<file path="config.mk">
export PLATFORM = sky130hd
export DESIGN_NAME = int_ctrl_flat
export DESIGN_NICKNAME = d
export VERILOG_FILES = /design/src/rtl/int_ctrl_if.sv /design/src/rtl/int_ctrl.sv /design/src/flat_wrapper.sv
export SDC_FILE = /design/constraint.sdc
export NUM_CORES = 1
export LEC_CHECK = 0
export BUFFER_PORTS_ARGS = -buffer_cell sky130_fd_sc_hd__buf_2
export CAP_MARGIN = 20
export CORE_MARGIN = 5
export CORE_UTILIZATION = 42
export CTS_BUF_LIST = sky130_fd_sc_hd__clkbuf_2 sky130_fd_sc_hd__clkbuf_4 sky130_fd_sc_hd__clkbuf_8
export DETAILED_ROUTE_END_ITERATION = 8
export GPL_TIMING_DRIVEN = 1
export MAX_ROUTING_LAYER = met4
export PLACE_DENSITY_LB_ADDON = 0.2
export SYNTH_ARGS = -nofsm -noshare
export SYNTH_HDL_FRONTEND = slang
export SYNTH_SLANG_ARGS = --single-unit
</file>
<file path="constraint.sdc">
create_clock -name clk -period 1.4 [get_ports clk]
set_clock_uncertainty 0.1 [all_clocks]
set_input_delay 0.28 -clock clk [delete_from_list [all_inputs] [get_ports clk]]
set_output_delay 0.28 -clock clk [all_outputs]
set_load 0.005 [all_outputs]
</file>
<file path="src/rtl/int_ctrl_if.sv">
// Handshake and SFR-side signal bundle for int_ctrl.
// The master is the CPU/SFR side. The slave is the controller.
interface int_ctrl_if #(
  parameter int NSRC  = 5,
  parameter int VEC_W = 16
);
  logic             ea;
  logic [NSRC-1:0]  ie;
  logic [NSRC-1:0]  ip;
  logic [NSRC-1:0]  flag;
  logic             int_ack;
  logic             reti;
  logic             int_req;
  logic [VEC_W-1:0] int_vec;
  logic [NSRC-1:0]  int_src;
  logic [NSRC-1:0]  flag_clr;
  logic [1:0]       isr_act;

  modport master (
    output ea, ie, ip, flag, int_ack, reti,
    input  int_req, int_vec, int_src, flag_clr, isr_act
  );

  modport slave (
    input  ea, ie, ip, flag, int_ack, reti,
    output int_req, int_vec, int_src, flag_clr, isr_act
  );
endinterface

</file>
<file path="src/rtl/int_ctrl.sv">
// 8051-style interrupt controller for NSRC sources, with a registered request/ack handshake.
// Define INT_CTRL_PRIO2_EN to enable two priority levels with nesting. The default is one level with no nesting.
module int_ctrl #(
  parameter int               NSRC       = 5,
  parameter int               VEC_W      = 16,
  parameter logic [VEC_W-1:0] VEC_BASE   = 'h0003,
  parameter int               VEC_STRIDE = 8,
  parameter logic [NSRC-1:0]  AUTOCLR    = 5'b01111
) (
  input  logic      clk,
  input  logic      rst,
  int_ctrl_if.slave bus
);

  localparam int IDX_W = (NSRC > 1) ? $clog2(NSRC) : 1;

  typedef enum logic [1:0] {IDLE, REQ, HOLD} state_t;

  state_t           state;
  logic             int_req;
  logic [VEC_W-1:0] int_vec;
  logic [NSRC-1:0]  int_src;
  logic [NSRC-1:0]  flag_clr;
  logic [1:0]       isr_act;
  logic [IDX_W-1:0] req_idx;
  logic             req_lvl;

  logic [NSRC-1:0]  cand;
  logic [NSRC-1:0]  cand_hi;
  logic [NSRC-1:0]  cand_lo;
  logic [NSRC-1:0]  elig;
  logic             hi_ok;
  logic             lo_ok;
  logic             win_hi;
  logic             win_vld;
  logic [IDX_W-1:0] win_idx;
  logic             still_ok;
  logic             reti_ok;

  function automatic logic [VEC_W-1:0] vec_of(input logic [IDX_W-1:0] idx);
    int unsigned sum;
    sum = int'(VEC_BASE) + int'(idx) * VEC_STRIDE;
    return VEC_W'(sum);
  endfunction

  // RETI retires the most recent (highest) active level.
  function automatic logic [1:0] isr_after_reti(input logic [1:0] act);
    return act[1] ? {1'b0, act[0]} : 2'b00;
  endfunction

  always_comb begin
    cand = bus.flag & bus.ie & {NSRC{bus.ea}};
`ifdef INT_CTRL_PRIO2_EN
    cand_hi = cand & bus.ip;
`else
    cand_hi = '0;
`endif
    cand_lo  = cand & ~cand_hi;
    hi_ok    = !isr_act[1];
    lo_ok    = (isr_act == 2'b00);
    win_hi   = hi_ok && (|cand_hi);
    elig     = win_hi ? cand_hi : (lo_ok ? cand_lo : '0);
    win_vld  = 1'b0;
    win_idx  = '0;
    for (int i = NSRC - 1; i >= 0; i--) begin
      if (elig[i]) begin
        win_vld = 1'b1;
        win_idx = IDX_W'(i);
      end
    end
    still_ok = cand[req_idx] && (req_lvl ? hi_ok : lo_ok);
    reti_ok  = bus.reti && (isr_act != 2'b00);
  end

  // The HOLD exit edge arbitrates as IDLE does. A request pending across RETI therefore
  // appears in the cycle right after the one instruction that HOLD lets execute.
  always_ff @(posedge clk or posedge rst) begin
    if (rst) begin
      state    <= IDLE;
      int_req  <= 1'b0;
      int_vec  <= '0;
      int_src  <= '0;
      flag_clr <= '0;
      isr_act  <= 2'b00;
      req_idx  <= '0;
      req_lvl  <= 1'b0;
    end else begin
      flag_clr <= '0;
      case (state)
        REQ: begin
          if (bus.int_ack) begin
            isr_act[req_lvl] <= 1'b1;
            flag_clr         <= AUTOCLR & int_src;
            int_req          <= 1'b0;
            int_vec          <= '0;
            int_src          <= '0;
            state            <= IDLE;
          end else if (reti_ok) begin
            isr_act <= isr_after_reti(isr_act);
            int_req <= 1'b0;
            int_vec <= '0;
            int_src <= '0;
            state   <= HOLD;
          end else if (!still_ok) begin
            int_req <= 1'b0;
            int_vec <= '0;
            int_src <= '0;
            state   <= IDLE;
          end
        end
        default: begin
          if (reti_ok) begin
            isr_act <= isr_after_reti(isr_act);
            state   <= HOLD;
          end else if (win_vld) begin
            int_req <= 1'b1;
            int_vec <= vec_of(win_idx);
            int_src <= NSRC'(1) << win_idx;
            req_idx <= win_idx;
            req_lvl <= win_hi;
            state   <= REQ;
          end else begin
            state <= IDLE;
          end
        end
      endcase
    end
  end

  assign bus.int_req  = int_req;
  assign bus.int_vec  = int_vec;
  assign bus.int_src  = int_src;
  assign bus.flag_clr = flag_clr;
  assign bus.isr_act  = isr_act;

endmodule

</file>
<file path="src/flat_wrapper.sv">
// flat-port wrapper written by rule: the top's interface ports become plain ports
module int_ctrl_flat 
#(
  parameter int               NSRC       = 5,
  parameter int               VEC_W      = 16,
  parameter logic [VEC_W-1:0] VEC_BASE   = 'h0003,
  parameter int               VEC_STRIDE = 8,
  parameter logic [NSRC-1:0]  AUTOCLR    = 5'b01111
)
  (clk, rst, bus_ea, bus_ie, bus_ip, bus_flag, bus_int_ack, bus_reti, bus_int_req, bus_int_vec, bus_int_src, bus_flag_clr, bus_isr_act);
  int_ctrl_if #(.NSRC(NSRC), .VEC_W(VEC_W)) bus_i ();
  input  logic clk;
  input  logic rst;
  input wire logic [$bits(bus_i.ea)-1:0] bus_ea;
  input wire logic [$bits(bus_i.ie)-1:0] bus_ie;
  input wire logic [$bits(bus_i.ip)-1:0] bus_ip;
  input wire logic [$bits(bus_i.flag)-1:0] bus_flag;
  input wire logic [$bits(bus_i.int_ack)-1:0] bus_int_ack;
  input wire logic [$bits(bus_i.reti)-1:0] bus_reti;
  output wire logic [$bits(bus_i.int_req)-1:0] bus_int_req;
  output wire logic [$bits(bus_i.int_vec)-1:0] bus_int_vec;
  output wire logic [$bits(bus_i.int_src)-1:0] bus_int_src;
  output wire logic [$bits(bus_i.flag_clr)-1:0] bus_flag_clr;
  output wire logic [$bits(bus_i.isr_act)-1:0] bus_isr_act;
  assign bus_i.ea = bus_ea;
  assign bus_i.ie = bus_ie;
  assign bus_i.ip = bus_ip;
  assign bus_i.flag = bus_flag;
  assign bus_i.int_ack = bus_int_ack;
  assign bus_i.reti = bus_reti;
  assign bus_int_req = bus_i.int_req;
  assign bus_int_vec = bus_i.int_vec;
  assign bus_int_src = bus_i.int_src;
  assign bus_flag_clr = bus_i.flag_clr;
  assign bus_isr_act = bus_i.isr_act;
  int_ctrl #(.NSRC(NSRC), .VEC_W(VEC_W), .VEC_BASE(VEC_BASE), .VEC_STRIDE(VEC_STRIDE), .AUTOCLR(AUTOCLR)) u_core (.clk(clk), .rst(rst), .bus(bus_i));
endmodule
</file>
== Word-level counts from Yosys, hierarchy flattened ==
Cells that the tools add are included.

* Add/sub/neg operators: 1
* $lt $le $gt $ge: 1
* Equality and inequality tests: 4
* Shift-type cells: 1
* Mux-type cells: 43
* Bitwise operators: 4
* Reduce and logical (&&, ||, !) cells: 7

{| class="wikitable"
|+ Operator list
! operator !! count
|-
| 16-bit two-way mux || 6
|-
| 5-bit two-way mux || 8
|-
| 2-bit two-way mux || 8
|-
| 3-bit two-way mux || 5
|-
| 1-bit two-way mux || 14
|-
| 5-bit bitwise AND || 2
|-
| 2-bit by 6-bit adder with 7-bit output (first input constant) || 1
|-
| 3-bit AND reduction || 2
|-
| 1-bit by 3-bit << shifter with 5-bit output (first input constant) || 1
|-
| 3-bit by 4-bit less-than comparator with 1-bit output (second input constant) || 1
|-
| 4-bit two-way mux || 1
|-
| 2-bit != test (second input constant) || 2
|-
| 4-bit != test (second input constant) || 1
|-
| 2-bit nonzero test || 2
|-
| 1-bit binary-select mux with 3-bit select || 1
|-
| 2-bit by 1-bit == test with 1-bit output (second input constant) || 1
|-
| 1-bit logical AND || 2
|-
| 2-bit logical NOT || 1
|-
| 1-bit NOT || 2
|}

* Flip-flop bits (word level): 34
* Bits of input ports: 20
* Word-level logic and storage cells: 69

== Logic depth before layout (Yosys ltp) ==
Gate-level depths: netlist of the first run.

* Word-level depth: 12
* Gate-level depth with buffers: 6
* Mapped depth without buffers: 5

== Worst setup path after synthesis of the first run ==
OpenSTA, ideal clock, no wires.

* Path kind: reg2reg
* Start: reg u_core.isr_act[1] (netlist: u_core.bus.isr_act[1])
* End: reg u_core.int_vec[3] (netlist: u_core.bus.int_vec[3])
* Library setup time: 64 ps
* Arrival time: 1458 ps
* Required time: 1236 ps
* Slack: -222 ps
* Stages on the path, launching flop included: 6
* Path buffers: 0
* Clock period less this slack: 1622 ps
* Cells stage by stage: dfrtp_1 -> or3b_4 -> nor2_8 -> nand2_2 -> a221o_1 -> a21bo_1

* Word-level cells in the longest chain between the ends: 10
* Elaborated cells on any way between the ends: 24
* Those cells by class: add/sub: 1; eq/ne: 2; mux: 15; reduce/logical: 6

{| class="wikitable"
|+ Ends and longest elaborated chain
! item !! RTL line !! text
|-
| start, declared || int_ctrl.sv:24 || <nowiki>logic [1:0] isr_act;</nowiki>
|-
| start signal, assigned || int_ctrl.sv:99 || <nowiki>isr_act <= isr_after_reti(isr_act);</nowiki>
|-
| start signal, assigned || int_ctrl.sv:113 || <nowiki>isr_act <= isr_after_reti(isr_act);</nowiki>
|-
| 2-bit logical NOT || int_ctrl.sv:60 || <nowiki>lo_ok = (isr_act == 2'b00);</nowiki>
|-
| 5-bit two-way mux || int_ctrl.sv:62 || <nowiki>elig = win_hi ? cand_hi : (lo_ok ? cand_lo : '0);</nowiki>
|-
| 3-bit two-way mux (4 in series) || int_ctrl.sv:66 || <nowiki>if (elig[i]) begin</nowiki>
|-
| 2-bit by 6-bit adder with 7-bit output || int_ctrl.sv:42 || <nowiki>sum = int'(VEC_BASE) + int'(idx) * VEC_STRIDE;</nowiki>
|-
| 16-bit two-way mux || int_ctrl.sv:115 || <nowiki>end else if (win_vld) begin</nowiki>
|-
| 16-bit two-way mux || int_ctrl.sv:112 || <nowiki>if (reti_ok) begin</nowiki>
|-
| 16-bit two-way mux || int_ctrl.sv:89 || <nowiki>case (state)</nowiki>
|-
| end signal, assigned || int_ctrl.sv:117 || <nowiki>int_vec <= vec_of(win_idx);</nowiki>
|-
| end, declared || int_ctrl.sv:21 || <nowiki>logic [VEC_W-1:0] int_vec;</nowiki>
|}

Several ways; a longest one is shown, not always the timed one. The select of a mux whose other input is x is not followed.
A chain may end at the register's enable or synchronous reset.

== Worst setup path in the final report of the first run ==
Same ends and word-level chain as after synthesis.

==> flow_metrics.env, run 1 <==
export IMPL_hold_class="in2reg"
export IMPL_synthFlopType="sky130_fd_sc_hd__dfrtp_1"
export IMPL_layout_area_overhead_vs_synth_pct=43.4
export IMPL_numPlacedInstances=167
export IMPL_nNetsFinal=166
export IMPL_wl_met2_mm=1.29
export IMPL_finalWeightedCongestion=0.778
export IMPL_diodes=0
export IMPL_grt_start_max_net_pins=21
export IMPL_drt_iter0_markers=13
export IMPL_clock_sink_count=20
export IMPL_worstRegToRegCells=5
export IMPL_routed_top_layer="met4"
export IMPL_htree_num_levels=1
export IMPL_rsz0062_at_grt="true"
export IMPL_synth_largest_area_cell="sky130_fd_sc_hd__dfrtp_1"
export IMPL_post_drt_wl_per_cell_um=14.3
export IMPL_clock_fmax_ghz=0.601
export IMPL_start_util=0.450
export IMPL_place_port_buffers=31
export IMPL_worst_setup_path_start_kind="flip-flop"
export IMPL_synth_lib_cells_used_distinct=35
export IMPL_min_delay_worst_endpoint="u_core.state[1]"
export IMPL_timing_critical_path_to_type="flip-flop"
export IMPL_final_hold_violation_count=0
export IMPL_failed_checks="setup timing"
export IMPL_layout_cells_most_common_list="sky130_fd_sc_hd__buf_2 (31), sky130_fd_sc_hd__dfrtp_1 (20), sky130_fd_sc_hd__buf_4 (17)"
export IMPL_dp_hpwl_mm=1.87
export IMPL_layout_cells_non_filler=173
export IMPL_clock_tree_buffer_depth=2
export IMPL_die_x_um=59.4
export IMPL_power_density_nw_per_um2=1380
export IMPL_clock_insertion_delay_worst_skew_ns=0.30
export IMPL_synth_sequential_area_ratio=0.489
export IMPL_num_vias=855
export IMPL_gr_usage_all_layers=0.158
export IMPL_layout_cells_most_common="sky130_fd_sc_hd__buf_2"
export IMPL_fp_dieH_um=59.4
export IMPL_syn_avg_cell_area_um2=10.8
export IMPL_setup_tns_ns=-2.17
export IMPL_vdd_drop_max_uv=893
export IMPL_layout_setup_ws_ns=-0.265
export IMPL_p_leak_nw=0.829
export IMPL_design_die_area_um2=3520
export IMPL_min_from="bus_reti"
export IMPL_instance_area_after_placement_um2=1320
export IMPL_cp_required_ns=1.55
export IMPL_final_design_area_no_fill_um2=1470
export IMPL_synthesis_yosys_warnings=0
export IMPL_detailedRoute_firstPassIterationCount=4
export IMPL_post_synth_inst_count=95
export IMPL_count_of_unresolved_drc_violations_after_routing=0
export IMPL_worstPathArrival_ns=1.81
export IMPL_antenna_violating_nets_post_route=0
export IMPL_final_report_max_slew_violation_count=0
export IMPL_outcome="complete, but fails checks"
export IMPL_edff_count_synth=0
export IMPL_grt_first_pass_wirelength_mm=4.07
export IMPL_via_per_inst=4.94
export IMPL_detailroute_wirelength_met3_um=178
export IMPL_routed_metal_1_wire_length_um=967
export IMPL_layout_worst_path_cycle_share=1.19
export IMPL_cts_buffers=3
export IMPL_core_footprint_um2=2280
export IMPL_path_clk_slew_ns=0.11
export IMPL_cell_depth_of_the_worst_min_delay_path=3
export IMPL_cts_root_buf="sky130_fd_sc_hd__clkbuf_4"
export IMPL_via_count_of_the_first_global_routing_pass=888
export IMPL_crit_path_start="u_core.bus.isr_act[1]"
export IMPL_total_number_of_placement_rows=17
export IMPL_drv_max_cap_violation_count=0
export IMPL_grt_antenna_before_repair=0
export IMPL_grt_ovfl_total=0
export IMPL_final_power_mw=2.03
export IMPL_clock_tree_from_tritoncts="built"
export IMPL_synth_area_top_cells="sky130_fd_sc_hd__dfrtp_1 (49%), sky130_fd_sc_hd__buf_4 (10%), sky130_fd_sc_hd__nand2_1 (4.4%), sky130_fd_sc_hd__and3_1 (2.4%), sky130_fd_sc_hd__a21o_1 (2.2%)"
export IMPL_synth_cell_area_um2=1020
export IMPL_critPathMaxFanout=3
export IMPL_synth_seq_cells=20
export IMPL_rr_startpoint="u_core.bus.isr_act[1]"
export IMPL_synth_top_area_frac=0.489
export IMPL_final_layout_size_suffix_gt1_frac=0.531
export IMPL_boundaryPins=49
export IMPL_rr_endpoint="u_core.bus.int_vec[3]"
export IMPL_layout_min_cycle_time_ns=1.66
export IMPL_async_reset_ff_frac=1.00
export IMPL_timing_worst_setup_path_type="reg2reg"
export IMPL_regToRegSetupSlack_ns=-0.26
export IMPL_postRouteWirelength_mm=2.47
export IMPL_finalSetupViolations=13
[through the flow]
step	setup WS [ns]	utilization	hold WS (ns)
after floorplan	-0.206	-	0.144
after global placement	-0.244	0.578	0.212
after detailed placement	-0.294	0.578	0.229
after CTS	-0.258	0.625	0.109
after global routing	-0.322	0.645	0.122
final	-0.265	0.645	0.112
[synth_stat cells, types with 2 or more instances]
cell                       number
sky130_fd_sc_hd__dfrtp_1       20
sky130_fd_sc_hd__buf_4         14
sky130_fd_sc_hd__nand2_1       12
sky130_fd_sc_hd__and3_1         4
sky130_fd_sc_hd__inv_1          4
sky130_fd_sc_hd__a21o_1         3
sky130_fd_sc_hd__nor2_1         3
sky130_fd_sc_hd__a21o_2         2
sky130_fd_sc_hd__a21oi_1        2
sky130_fd_sc_hd__a22o_1         2
sky130_fd_sc_hd__nand2_2        2
sky130_fd_sc_hd__nand2b_1       2
sky130_fd_sc_hd__o22ai_1        2
sky130_fd_sc_hd__o31ai_1        2
[per-layer routing]
| metal | up-vias | GRT usage |
|---|---|---|
| met2 | 33 | 0.256 |
| li1 | 408 | - |
| met5 | - | - |
| met3 | 5 | 0.0261 |
| met4 | 0 | 0.0388 |
| met1 | 409 | 0.206 |
[cell type report]
type,instances,area (um2)
Fill cell,172,808
Multi-Input combinational cell,67,552
Clock inverter,1,30.0
Tap cell,28,35.0
Timing Repair Buffer,50,313
Inverter,4,15.0
Sequential cell,20,500
Clock buffer,3,22.5
[worst max path at each step]
stage	endpoint	slack (ns)	depth (start not counted)
3_3_place_gp	u_core.bus.int_src[0]	-0.24	6
4_1_cts	u_core.bus.int_vec[3]	-0.26	5
5_1_grt	u_core.bus.int_vec[3]	-0.32	5
3_5_place_dp	u_core.bus.int_src[0]	-0.29	6
2_1_floorplan	u_core.bus.int_vec[3]	-0.21	5
6_report	u_core.bus.int_vec[3]	-0.26	5
[cells by family (layout without fill, tap and decap cells)]
family                 count (synthesis)  in the layout  share of synthesized area
and+or+nand+nor                       33             33                      0.197
AOI/OAI and AO/OA                     22             22                      0.188
buffers and inverters                 19             58                      0.122
DFF                                   20             20                      0.489
other                                  1             12                    0.00366
[state kept, by name (all words and copies together) (netlist names)]
| register | flops |
|---|---|
| u_core.bus.int_src | 5 |
| u_core.bus.flag_clr | 4 |
| u_core.bus.int_vec | 4 |
| u_core.req_idx | 3 |
| u_core.bus.isr_act | 2 |
| u_core.state | 2 |
[critical path: stages, from the launching register on]
cell and delay, ns:
sky130_fd_sc_hd__dfrtp_1 0.40, sky130_fd_sc_hd__or3b_4 0.45, sky130_fd_sc_hd__nor2_8 0.12, sky130_fd_sc_hd__nand2_4 0.05, sky130_fd_sc_hd__a221o_1 0.29, sky130_fd_sc_hd__a21bo_1 0.19
[power breakdown]
group / total, mW / internal [mW] / switching (mW)
registers: 0.772 / 0.683 / 0.0890
logic: 0.780 / 0.400 / 0.381
clock network: 0.473 / 0.290 / 0.184
[what timing repair did]
action	CTS	global route
pin swaps	6	8
gates resized for setup	8	6
setup buffers	1	0
hold buffers	1	0
setup endpoints to repair	13	13
endpoints found under the hold margin	20	0
Note: power is estimated with default switching activity, not from simulation.
==> run 2: changes to the inputs <==
--- a/config.mk
+++ b/config.mk
@@ -12,6 +12,7 @@
 export CTS_BUF_LIST = sky130_fd_sc_hd__clkbuf_2 sky130_fd_sc_hd__clkbuf_4 sky130_fd_sc_hd__clkbuf_8
 export DETAILED_ROUTE_END_ITERATION = 8
 export GPL_TIMING_DRIVEN = 1
+export HOLD_SLACK_MARGIN = 0.12
 export MAX_ROUTING_LAYER = met4
 export PLACE_DENSITY_LB_ADDON = 0.2
 export SYNTH_ARGS = -nofsm -noshare
==> run 2 against run 1 <==
Against the previous run: the flow still finishes with violations (setup timing); clock power is essentially flat; first-iteration DRC count is the same; register-to-register slack is essentially flat; core utilization grew 0.44 points; global-route usage is the same; critical endpoint unchanged; clock-buffer cell count is the same.
==> flow_metrics.env, run 2 (synthesis gave the netlist of run 1 again) <==
export IMPL_final_hold_violation_count=0
export IMPL_rr_startpoint="u_core.bus.isr_act[1]"
export IMPL_finalSetupViolations=13
export IMPL_p_leak_nw=0.833
export IMPL_layout_worst_path_cycle_share=1.19
export IMPL_clock_fmax_ghz=0.601
export IMPL_total_number_of_placement_rows=17
export IMPL_antenna_violating_nets_post_route=0
export IMPL_final_report_max_slew_violation_count=0
export IMPL_multi_input_comb_area_um2=552
export IMPL_clock_tree_buffer_depth=2
export IMPL_layout_area_overhead_vs_synth_pct=44.4
export IMPL_layout_cells_most_common_list="sky130_fd_sc_hd__buf_2 (31), sky130_fd_sc_hd__dfrtp_1 (20), sky130_fd_sc_hd__buf_4 (17)"
export IMPL_power_density_nw_per_um2=1370
export IMPL_worstPathArrival_ns=1.81
export IMPL_clock_insertion_delay_worst_skew_ns=0.30
export IMPL_final_layout_size_suffix_gt1_frac=0.527
export IMPL_gr_usage_all_layers=0.158
export IMPL_outcome="complete, but fails checks"
export IMPL_numPlacedInstances=167
export IMPL_boundaryPins=49
export IMPL_postRouteWirelength_mm=2.49
export IMPL_instance_area_after_placement_um2=1320
export IMPL_via_per_inst=4.93
export IMPL_diodes=0
export IMPL_grt_start_max_net_pins=21
export IMPL_cts_buffers=3
export IMPL_rsz0062_at_grt="true"
export IMPL_critPathMaxFanout=3
export IMPL_timing_critical_path_to_type="flip-flop"
export IMPL_cts_root_buf="sky130_fd_sc_hd__clkbuf_4"
export IMPL_htree_num_levels=1
export IMPL_final_design_area_no_fill_um2=1480
export IMPL_path_clk_slew_ns=0.12
export IMPL_dp_hpwl_mm=1.87
export IMPL_final_core_util=0.649
export IMPL_grt_antenna_before_repair=0
export IMPL_critPathSlowestCell="sky130_fd_sc_hd__or3b_4"
export IMPL_nNetsFinal=167
export IMPL_core_footprint_um2=2280
export IMPL_crit_path_max_incr_delay_ns=0.45
export IMPL_layout_min_cycle_time_ns=1.66
export IMPL_detailedPlace_worstSlack_ns=-0.294
export IMPL_cp_required_ns=1.55
export IMPL_layout_cells_most_common="sky130_fd_sc_hd__buf_2"
export IMPL_grt_first_pass_wirelength_mm=4.07
export IMPL_start_util=0.450
export IMPL_cell_depth_of_the_worst_min_delay_path=3
export IMPL_via_count_of_the_first_global_routing_pass=890
export IMPL_critical_path_cell_chain="or3b_4 -> nor2_8 -> nand2_4 -> a221o_1 -> a21bo_1"
export IMPL_top_register="u_core.bus.int_src"
export IMPL_min_from="bus_int_ack"
export IMPL_drt_iter0_markers=13
export IMPL_hold_class="in2reg"
export IMPL_fillers=169
export IMPL_worst_setup_path_start_kind="flip-flop"
export IMPL_num_vias=858
export IMPL_regToRegSetupSlack_ns=-0.26
export IMPL_detailedRoute_firstPassIterationCount=4
export IMPL_failed_checks="setup timing"
export IMPL_layout_setup_ws_ns=-0.265
export IMPL_die_x_um=59.4
export IMPL_design_die_area_um2=3520
export IMPL_biggestRegsByFlops="u_core.bus.int_src x5, u_core.bus.flag_clr x4, u_core.bus.int_vec x4"
export IMPL_clock_tree_from_tritoncts="built"
export IMPL_drv_max_cap_violation_count=0
export IMPL_timing_worst_setup_path_type="reg2reg"
export IMPL_min_delay_worst_endpoint="u_core.bus.flag_clr[2]"
export IMPL_post_drt_wl_per_cell_um=14.3
export IMPL_fp_dieH_um=59.4
export IMPL_largest_register_ffs=5
export IMPL_final_power_mw=2.03
export IMPL_vdd_drop_max_uv=894
export IMPL_worstRegToRegCells=5
export IMPL_regArea_um2=500
export IMPL_rr_endpoint="u_core.bus.int_vec[3]"
export IMPL_clock_sink_count=20
export IMPL_grt_ovfl_total=0
export IMPL_place_port_buffers=31
export IMPL_layout_cells_non_filler=174
export IMPL_count_of_unresolved_drc_violations_after_routing=0
export IMPL_finalWeightedCongestion=0.778
## run 2: where the power goes
| part | internal, mW | switching (mW) | leakage (nW) | total [mW] |
|---|---|---|---|---|
| clock | 0.290 | 0.184 | 0.0279 | 0.474 |
| sequential | 0.683 | 0.0892 | 0.269 | 0.773 |
| combinational | 0.401 | 0.381 | 0.536 | 0.782 |
| total | 1.37 | 0.655 | 0.833 | 2.03 |
## run 2: layout make-up
class,count,share of cell area
clock buffers,3,0.0152
clock inverters,1,0.0203
inverters,4,0.0102
multi-input cells,67,0.373
flip-flops and latches,20,0.339
well taps,28,0.0237
repair buffers,51,0.218
## run 2: worst max-delay path by stage
stage                       endpoint             startpoint  cells after the start
2_1_floorplan  u_core.bus.int_vec[3]  u_core.bus.isr_act[0]                      5
3_3_place_gp   u_core.bus.int_src[0]            bus_flag[2]                      6
3_5_place_dp   u_core.bus.int_src[0]            bus_flag[2]                      6
4_1_cts        u_core.bus.int_vec[3]  u_core.bus.isr_act[1]                      5
5_1_grt        u_core.bus.int_vec[3]  u_core.bus.isr_act[1]                      5
6_report       u_core.bus.int_vec[3]  u_core.bus.isr_act[1]                      5
## run 2: what timing repair did
| action | CTS | global route |
|---|---|---|
| pin swaps | 6 | 8 |
| resized for setup | 8 | 6 |
| endpoints found under the hold margin | 21 | 0 |
| gates cloned | 0 | 0 |
| hold buffers | 2 | 0 |
| setup buffers | 1 | 0 |
| setup endpoints to repair | 13 | 13 |
## run 2: per-layer routing
metal	GRT usage	part of all wire	vias up
met5	-	0	-
met3	0.0261	0.068	5
met2	0.256	0.52	31
met1	0.206	0.40	412
li1	-	-	410
met4	0.0388	0.014	0
## run 2: per-stage QoR
stage / TNS [ns] / hold WS (ns)
final: -2.18 / 0.221
after floorplan: -1.31 / 0.144
after CTS: -2.19 / 0.220
after global placement: -2.31 / 0.212
after global routing: -2.76 / 0.227
after detailed placement: -2.81 / 0.229
## run 2: worst max-delay path, delay by kind of cell (launching register included)
family             cells  cell delay [ns]
and+or+nand+nor        3             0.62
AOI/OAI and AO/OA      2             0.48
DFF                    1             0.40
==> run 3: changes to the inputs <==
--- a/config.mk
+++ b/config.mk
@@ -9,7 +9,7 @@
 export CAP_MARGIN = 20
 export CORE_MARGIN = 5
 export CORE_UTILIZATION = 42
-export CTS_BUF_LIST = sky130_fd_sc_hd__clkbuf_2 sky130_fd_sc_hd__clkbuf_4 sky130_fd_sc_hd__clkbuf_8
+export CTS_BUF_LIST = sky130_fd_sc_hd__clkbuf_2
 export DETAILED_ROUTE_END_ITERATION = 8
 export GPL_TIMING_DRIVEN = 1
 export HOLD_SLACK_MARGIN = 0.12
==> run 3 against run 2 <==
Against the previous run: the run still ends with setup timing left; routed wire length grew 0.20%; sequential power is essentially flat; total power decreased by 0.58%; core utilization is 0.055 points higher; design area barely moved; combinational power increased by 3.8%; largest cell class unchanged.
==> flow_metrics.env, run 3 (synthesis gave the netlist of run 1 again) <==
export IMPL_rsz0062_at_grt="true"
export IMPL_drv_max_cap_violation_count=0
export IMPL_final_design_area_no_fill_um2=1480
export IMPL_clock_tree_buffer_depth=2
export IMPL_p_leak_nw=0.837
export IMPL_critical_path_cell_chain="or3b_4 -> nor2_8 -> nand2_4 -> a221o_1 -> a21bo_1"
export IMPL_layout_min_cycle_time_ns=1.68
export IMPL_start_util=0.450
export IMPL_layout_worst_path_cycle_share=1.20
export IMPL_finalSetupViolations=13
export IMPL_outcome="complete, but fails checks"
export IMPL_power_density_nw_per_um2=1360
export IMPL_layout_cells_most_common="sky130_fd_sc_hd__buf_2"
export IMPL_layout_area_overhead_vs_synth_pct=44.5
export IMPL_finalWeightedCongestion=0.778
export IMPL_clock_fmax_ghz=0.594
export IMPL_clock_tree_from_tritoncts="built"
export IMPL_gr_usage_all_layers=0.165
export IMPL_place_port_buffers=31
export IMPL_worstRegToRegCells=5
export IMPL_instance_area_after_placement_um2=1320
export IMPL_design_die_area_um2=3520
export IMPL_diodes=0
export IMPL_grt_start_max_net_pins=21
export IMPL_cts_root_buf="sky130_fd_sc_hd__clkbuf_2"
export IMPL_core_footprint_um2=2280
export IMPL_critPathSlowestCell="sky130_fd_sc_hd__or3b_4"
export IMPL_post_drt_wl_per_cell_um=14.2
export IMPL_total_number_of_placement_rows=17
export IMPL_largest_register_ffs=5
export IMPL_grt_antenna_before_repair=0
export IMPL_cell_depth_of_the_worst_min_delay_path=3
export IMPL_crit_path_max_incr_delay_ns=0.45
export IMPL_biggestRegsByFlops="u_core.bus.int_src x5, u_core.bus.flag_clr x4, u_core.bus.int_vec x4"
export IMPL_cts_buffers=3
export IMPL_worst_setup_path_start_kind="flip-flop"
export IMPL_regToRegSetupSlack_ns=-0.28
export IMPL_layout_cells_non_filler=175
export IMPL_timing_critical_path_to_type="flip-flop"
export IMPL_htree_num_levels=1
export IMPL_dp_hpwl_mm=1.87
export IMPL_final_report_max_slew_violation_count=0
export IMPL_final_layout_size_suffix_gt1_frac=0.517
export IMPL_clock_sink_count=20
export IMPL_fp_dieH_um=59.4
export IMPL_detailedPlace_worstSlack_ns=-0.294
export IMPL_die_x_um=59.4
export IMPL_layout_cells_most_common_list="sky130_fd_sc_hd__buf_2 (30), sky130_fd_sc_hd__dfrtp_1 (20), sky130_fd_sc_hd__buf_4 (17)"
export IMPL_antenna_violating_nets_post_route=0
export IMPL_grt_ovfl_total=0
export IMPL_top_register="u_core.bus.int_src"
export IMPL_num_vias=880
export IMPL_detailedRoute_firstPassIterationCount=4
export IMPL_drt_iter0_markers=17
export IMPL_hold_class="in2reg"
export IMPL_layout_setup_ws_ns=-0.285
export IMPL_nNetsFinal=168
export IMPL_critPathMaxFanout=3
export IMPL_cp_required_ns=1.58
export IMPL_final_core_util=0.650
export IMPL_via_count_of_the_first_global_routing_pass=904
export IMPL_clock_insertion_delay_worst_skew_ns=0.32
export IMPL_grt_first_pass_wirelength_mm=4.14
export IMPL_final_hold_violation_count=0
export IMPL_postRouteWirelength_mm=2.49
export IMPL_worstPathArrival_ns=1.86
export IMPL_timing_worst_setup_path_type="reg2reg"
export IMPL_count_of_unresolved_drc_violations_after_routing=0
export IMPL_via_per_inst=5.03
export IMPL_path_clk_slew_ns=0.20
export IMPL_numPlacedInstances=167
export IMPL_failed_checks="setup timing"
export IMPL_vdd_drop_max_uv=866
export IMPL_final_power_mw=2.02
export IMPL_boundaryPins=49
[run 3: cell types whose count changed in the layout (fill, tap and decap cells not counted)]
cell	change
sky130_fd_sc_hd__clkbuf_2	+3
sky130_fd_sc_hd__clkbuf_4	-3
sky130_fd_sc_hd__o22ai_1	+1
sky130_fd_sc_hd__buf_2	-1
sky130_fd_sc_hd__o22ai_2	-1
sky130_fd_sc_hd__nor2_2	-1
sky130_fd_sc_hd__nor2_1	+1
sky130_fd_sc_hd__buf_6	+2
[run 3: routing by layer]
| layer | vias up | share of wire | GRT usage | wire length, um |
|---|---|---|---|---|
| met4 | 0 | 0.023 | 0.0744 | 58 |
| met5 | - | 0 | - | 0 |
| met2 | 37 | 0.51 | 0.257 | 1280 |
| met1 | 426 | 0.38 | 0.205 | 959 |
| li1 | 410 | - | - | - |
| met3 | 7 | 0.079 | 0.0327 | 198 |
[run 3: layout make-up]
class                   count  area, um2
well taps                  28       35.0
fillers                   167        797
multi-input cells          67        543
flip-flops and latches     20        500
repair buffers             52        340
inverters                   4       15.0
clock inverters             1       30.0
clock buffers               3       15.0
[run 3: critical path, delay by kind of cell (launching register included)]
kind | cells | cell delay (ns)
compound gates | 2 | 0.50
flops | 1 | 0.42
simple gates | 3 | 0.64
[run 3: where the power goes]
part	leakage [nW]	internal (mW)	switching [mW]	total [mW]
clock	0.0266	0.247	0.188	0.434
combinational	0.541	0.429	0.383	0.812
sequential	0.269	0.683	0.0879	0.771
[run 3: path summary, 6_finish.rpt]
check / startpoint / end
setup reg to reg: u_core.bus.isr_act[1] / u_core.bus.int_vec[3]
hold reg to reg: u_core.bus.int_vec[5] / u_core.bus.int_vec[5]
min in group asynchronous: rst / u_core.bus.int_vec[1]
setup / recovery: u_core.bus.isr_act[1] / u_core.bus.int_vec[3]
max in group asynchronous: rst / u_core.bus.isr_act[1]
hold / removal: bus_int_ack / u_core.bus.flag_clr[2]
[run 3: through the flow]
step                hold WS, ns  setup TNS, ns
floorplan                 0.144          -1.31
global placement          0.212          -2.31
detailed placement        0.229          -2.81
CTS                       0.178          -2.24
global route              0.151          -3.05
finish                    0.182          -2.25
[run 3: timing repair]
item,CTS,global route
endpoints found under the hold margin,21,0
pin swaps,6,6
endpoints found under the setup margin,13,18
buffers inserted,1,2
hold buffers,2,0
resized for setup,11,3
